--- config.mk ---
export PLATFORM = sky130hd
export DESIGN_NAME = btn_cond
export DESIGN_NICKNAME = d
export VERILOG_FILES = /design/src/rtl/btn_cond_pkg.sv /design/src/rtl/btn_cond_sync_ff.sv /design/src/rtl/btn_cond.sv
export SDC_FILE = /design/constraint.sdc
export NUM_CORES = 1
export LEC_CHECK = 0
export ABC_AREA = 1
export CAP_MARGIN = 20
export CORE_MARGIN = 2
export CORE_UTILIZATION = 62
export CTS_BUF_LIST = sky130_fd_sc_hd__clkbuf_16
export CTS_CLUSTER_DIAMETER = 120
export CTS_CLUSTER_SIZE = 16
export DETAILED_ROUTE_END_ITERATION = 7
export PLACE_DENSITY_LB_ADDON = 0.3
export SLEW_MARGIN = 20
export SYNTH_ARGS = -nofsm -noshare
export SYNTH_HDL_FRONTEND = slang
export SYNTH_SLANG_ARGS = --single-unit
--- constraint.sdc ---
create_clock -name clk -period 1.9 [get_ports clk]
set_input_delay 0.38 -clock clk [delete_from_list [all_inputs] [get_ports clk]]
set_output_delay 0.38 -clock clk [all_outputs]
set_load 0.01 [all_outputs]
--- src/rtl/btn_cond_pkg.sv ---
// Shared power-control definitions: debounce FSM encoding and default timing constants.
// The power sequencer imports the same package, so both blocks agree on the encoding.
package btn_cond_pkg;

   typedef enum logic [1:0] {
      REL    = 2'd0,
      P_WAIT = 2'd1,
      PRS    = 2'd2,
      R_WAIT = 2'd3
   } btn_state_t;

   localparam int DEF_SYNC_STAGES = 2;
   localparam int DEF_DB_CYCLES   = 65535;
   localparam int DEF_LONG_CYCLES = 1000000;

endpackage

--- src/rtl/btn_cond_sync_ff.sv ---
// Parameterised-depth synchroniser for asynchronous pads; the chain resets to 0.
module sync_ff #(
   parameter int STAGES = 2
) (
   input  logic clk,
   input  logic rst_n,
   input  logic d,
   output logic q
);

   logic [STAGES-1:0] chain;

   always_ff @(posedge clk or negedge rst_n) begin
      if (!rst_n) chain <= '0;
      else        chain <= {chain[STAGES-2:0], d};
   end

   assign q = chain[STAGES-1];

endmodule

--- src/rtl/btn_cond.sv ---
// LCD power push-button conditioner: synchronise, debounce, and emit a clean level
// plus single-cycle press / release / long-press pulses (all registered).
module btn_cond
   import btn_cond_pkg::*;
#(
   parameter int SYNC_STAGES    = DEF_SYNC_STAGES,
   parameter int DB_CYCLES      = DEF_DB_CYCLES,
   parameter int LONG_CYCLES    = DEF_LONG_CYCLES,
   parameter int BTN_ACTIVE_LOW = 0
) (
   input  logic clk,
   input  logic rst_n,
   input  logic btn_raw,
   output logic btn,
   output logic press,
   output logic release_pulse,
   output logic long_press
);

   localparam int DBW = $clog2(DB_CYCLES + 1);
   localparam int HW  = $clog2(LONG_CYCLES + 1);
   localparam logic [DBW-1:0] DB_LAST   = DBW'(DB_CYCLES - 1);
   localparam logic [HW-1:0]  HOLD_LAST = HW'(LONG_CYCLES - 1);
   localparam logic [HW-1:0]  HOLD_MAX  = HW'(LONG_CYCLES);

   logic           pad_pressed;
   logic           btn_s;
   btn_state_t     state;
   logic [DBW-1:0] db_cnt;
   logic [HW-1:0]  hold_cnt;

   assign pad_pressed = (BTN_ACTIVE_LOW != 0) ? ~btn_raw : btn_raw;

   sync_ff #(.STAGES(SYNC_STAGES)) u_sync (
      .clk   (clk),
      .rst_n (rst_n),
      .d     (pad_pressed),
      .q     (btn_s)
   );

   // Acceptance happens on the edge that would bring db_cnt to DB_CYCLES, hence DB_LAST.
   always_ff @(posedge clk or negedge rst_n) begin
      if (!rst_n) begin
         state         <= REL;
         db_cnt        <= '0;
         hold_cnt      <= '0;
         btn           <= 1'b0;
         press         <= 1'b0;
         release_pulse <= 1'b0;
         long_press    <= 1'b0;
      end else begin
         press         <= 1'b0;
         release_pulse <= 1'b0;
         long_press    <= 1'b0;
         unique case (state)
            REL: begin
               db_cnt <= '0;
               if (btn_s) state <= P_WAIT;
            end
            P_WAIT: begin
               if (!btn_s) begin
                  state  <= REL;
                  db_cnt <= '0;
               end else if (db_cnt == DB_LAST) begin
                  state    <= PRS;
                  db_cnt   <= '0;
                  btn      <= 1'b1;
                  press    <= 1'b1;
                  hold_cnt <= '0;
               end else begin
                  db_cnt <= db_cnt + 1'b1;
               end
            end
            PRS: begin
               // The exit edge into R_WAIT still counts as a PRS cycle for the hold timer.
               if (hold_cnt == HOLD_LAST) begin
                  hold_cnt   <= HOLD_MAX;
                  long_press <= 1'b1;
               end else if (hold_cnt != HOLD_MAX) begin
                  hold_cnt <= hold_cnt + 1'b1;
               end
               if (!btn_s) begin
                  state  <= R_WAIT;
                  db_cnt <= '0;
               end
            end
            R_WAIT: begin
               if (btn_s) begin
                  state <= PRS;
               end else if (db_cnt == DB_LAST) begin
                  state         <= REL;
                  db_cnt        <= '0;
                  btn           <= 1'b0;
                  release_pulse <= 1'b1;
                  hold_cnt      <= '0;
               end else begin
                  db_cnt <= db_cnt + 1'b1;
               end
            end
            default: state <= REL;
         endcase
      end
   end

endmodule
==> parameters.txt <==
Parameter                              Value

Run status
  Result of the run    finished, final reports clean

Timing
  Maximum frequency from static timing analysis    585 MHz
  Worst clock skew on the final layout    4.80 ps
  Final-report max-slew violation count    0
  Final clock period utilization by the worst path    89.9%
  Slew HR    65.2%
  Final setup violating endpoints    0
  Tmin final    1710 ps
  Number of failing hold endpoints at the final stage    0
  Accumulated negative setup slack    0 ps
  RSZ-0062 raised after global routing    no
  Slew at the pin with the worst max-slew slack    522 ps

Detailed routing
  Drt first-iter violations    173
  DRC violations left    0
  Via-to-Cell Ratio    5.46
  Antenna-violating nets left    0
  Number of search-and-repair iterations in the first detailed-routing pass    5
  Via count    2373
  Average detailed-routed wire length per instance    12.8 um
  Detailed Route WL    5.56 mm

Critical path
  Buffering stage count on the worst path with inverters included    1
  Chain of cells forming the critical path    inv_1 > ha_1 > nand2_1 > nor2_1 > nand2_1 > nor2_2 > nand3_1 > nand2_2 > nand2_8 > nand2_1 > nand2_1
  Worst reg2reg startpoint    db_cnt[0]
  Startpoint class of the critical path    flip-flop
  Critical Path Source    db_cnt[0]
  Cell seen most often among critical-path stages    sky130_fd_sc_hd__nand2_1
  Cell count along the critical path    11
  Category of the critical setup timing path    flip-flop to flip-flop
  CP max stage cell    sky130_fd_sc_hd__dfrtp_1
  Gate family responsible for the most delay along the worst path    simple AND/OR/NAND/NOR gates
  CP endpoint kind    flip-flop
  Maximum fanout along the worst path    20
  Maximum single-stage delay on the critical path    410 ps
  Worst path required time    2080 ps
  Depth of the worst register-to-register path    11
  Crit path arrival time    1890 ps

Die
  Starting density of the core    65.9%
  Number of cell rows    23
  Area of the core    4090 um2
  Floorplan die height    69.9 um
  Overall die width    69.9 um
  Number of ports placed on the die boundary    7
  Die ar.    4880 um2

Global route
  Overflow left after global routing    0
  Total track usage    24.9%
  Global-route wire length before repair    9.66 mm
  Number of global-route vias before repair    2091
  Initial antenna violation count    0
  Maximum number of pins on one net before global-route repair    23

Power
  Max rail drop VDD    0.000501 V
  Power after layout    1910 uW
  Power density over the cells    652 nW/um2
  Leakage power total    0.00136 uW

Synth
  Number of flip-flops and latches in the synthesized netlist    44
  Net count after synthesis    383
  Cell taking the most area after synthesis    sky130_fd_sc_hd__dfrtp_1
  Mean instance size in the synthesized netlist    7.16 um2
  Post-synth ARST share    100%
  Ys flop type    sky130_fd_sc_hd__dfrtp_1
  YS warnings    0
  Share of the synthesized area in the top cell type    40.9%
  Leading cell types by total area after synthesis    sky130_fd_sc_hd__dfrtp_1 (41%), sky130_fd_sc_hd__nand2_1 (17%), sky130_fd_sc_hd__nor2_1 (8.2%)
  Distinct cells, synth    31
  Share of the yosys chip area belonging to registers    40.9%
  Post-Syn Instances    376
  Cell area after synthesis    2690 um2
  Number of enable-type register cells in the synthesized netlist    0

Run
  Max Cap Viol    0

Cells and area
  Most frequent cells in the layout    sky130_fd_sc_hd__nand2_1 (120), sky130_fd_sc_hd__nor2_1 (59), sky130_fd_sc_hd__dfrtp_1 (44)
  Most common cell after layout, fill and taps aside    sky130_fd_sc_hd__nand2_1
  Number of nets in the layout    391
  Sequential standard cell area    1100 um2
  Layout Area Growth over Synthesis    8.65%
  Diode count    0
  Area used by multi-input combinational logic    1400 um2
  Number of filler cells placed in the layout    347
  Fraction of layout instances using a drive strength above 1    11.2%

Clock tree
  Library cell used as clock root buffer    sky130_fd_sc_hd__clkbuf_16
  Clock Pin Slew Worst Setup and Hold Paths    60 ps
  Number of buffers inserted by post-CTS setup repair    0
  Total clock sinks    44
  Number of levels the H-tree was split into    2
  Clock latency of the later-clocked register in the worst-skew pair    290 ps
  Clock buffer count from CTS    5
  Worst-case clock buffer depth    2
  Clock tree from TritonCTS    yes

Place
  Port Buffers    6
  Half-perimeter wire length of the detailed placement result    4.05 mm
  Final estimated routing congestion in global placement    0.933

Hold path
  Hold/Removal Path Class    input pin to asynchronous set/reset pin
[area by class of cell]
class,instances,area share [%]
clock buffers,5,4.28
repair buffers,10,2.91
inverters,34,4.36
well taps,50,2.14
multi-input cells,289,48.0
flip-flops and latches,44,37.7
clock inverters,3,0.642
[metal layers]
metal	wire length (um)	vias to the layer above	global-route usage, %	part of all wire [%]
li1	-	1196	-	-
met1	2660	1094	37.8	48
met2	2440	72	35.8	44
met3	358	11	5.63	6.4
met4	91	0	7.05	1.6
met5	0	-	0	0
[worst reg2reg max path, stage by stage (launching register included)]
cell and delay [ps]:
sky130_fd_sc_hd__dfrtp_1 410, sky130_fd_sc_hd__inv_1 90, sky130_fd_sc_hd__ha_1 150, sky130_fd_sc_hd__nand2_1 50
sky130_fd_sc_hd__nor2_1 80, sky130_fd_sc_hd__nand2_1 80, sky130_fd_sc_hd__nor2_2 120, sky130_fd_sc_hd__nand3_1 150
sky130_fd_sc_hd__nand2_2 180, sky130_fd_sc_hd__nand2_8 130, sky130_fd_sc_hd__nand2_1 100, sky130_fd_sc_hd__nand2_1 50
[repair_timing]
item                                    in CTS  in global routing
hold buffers                                 0                  0
endpoints found under the hold margin        0                  0
gates resized for setup                      0                  2
endpoints found under the setup margin       0                 20
[through the flow]
| stage | instance area (um2) | hold slack (ps) | setup slack, ps | cells | util [%] |
|---|---|---|---|---|---|
| 6_report | 2920 | 63.0 | 192 | 435 | 71.6 |
| 5_1_grt | 2920 | 108 | 36.8 | 435 | 71.6 |
| 4_1_cts | 2910 | 78.0 | 20.1 | 435 | 71.2 |
| 3_5_place_dp | 2770 | 345 | 35.6 | 427 | 67.7 |
| 3_3_place_gp | 2770 | 339 | 86.2 | 427 | 67.7 |
| 2_1_floorplan | 2690 | 84.4 | 409 | 376 | - |
[cell usage after synthesis, types with 2 or more instances]
cell type	instances
sky130_fd_sc_hd__xnor2_1	2
sky130_fd_sc_hd__nand2_1	120
sky130_fd_sc_hd__nand2_2	15
sky130_fd_sc_hd__xor2_1	9
sky130_fd_sc_hd__o21ai_0	8
sky130_fd_sc_hd__nand3_1	33
sky130_fd_sc_hd__nor2_4	2
sky130_fd_sc_hd__o21bai_1	3
sky130_fd_sc_hd__buf_2	4
sky130_fd_sc_hd__nand3b_1	3
sky130_fd_sc_hd__a21oi_1	3
sky130_fd_sc_hd__buf_6	4
sky130_fd_sc_hd__ha_1	4
sky130_fd_sc_hd__nor3_1	6
sky130_fd_sc_hd__nor2_2	6
sky130_fd_sc_hd__dfrtp_1	44
sky130_fd_sc_hd__nand4_1	5
sky130_fd_sc_hd__or2_2	2
sky130_fd_sc_hd__inv_2	3
sky130_fd_sc_hd__nor2_1	59
sky130_fd_sc_hd__inv_1	31
[state kept, by name (all words and copies together), names as in the netlist, named ones only]
name	flops
u_sync.chain	2
hold_cnt	20
db_cnt	16
press	1
state	1
release_pulse	1
btn	1
long_press	1
[cells by family after synthesis]
group,share of synthesized area (%)
AND/OR/NAND/NOR,42.3
flip-flops,40.9
buffers and inverters,7.44
AO/OA/AOI/OAI,3.95
XOR/XNOR,3.58
adder cells (fa/ha/maj),1.86
[power breakdown]
| part | total, uW | switching [uW] | internal [uW] | leakage, uW |
|---|---|---|---|---|
| clock | 851 | 369 | 482 | 0.0000635 |
| combinational | 79.1 | 52.4 | 26.7 | 0.000688 |
| sequential | 976 | 20.3 | 955 | 0.000606 |
| total | 1910 | 441 | 1460 | 0.00136 |
[worst paths after layout]
| check | to | slack (ps) |
|---|---|---|
| worst max register to register | hold_cnt[14] | 190 |
| worst max-delay path | hold_cnt[14] | 190 |
| max in group asynchronous | hold_cnt[8] | 1270 |
| worst min register to register | u_sync.chain[1] | 360 |
| worst min-delay path | db_cnt[12] | 60 |
| min in group clk | u_sync.chain[1] | 360 |
No activity file was read; power rests on OpenSTA's default activity.
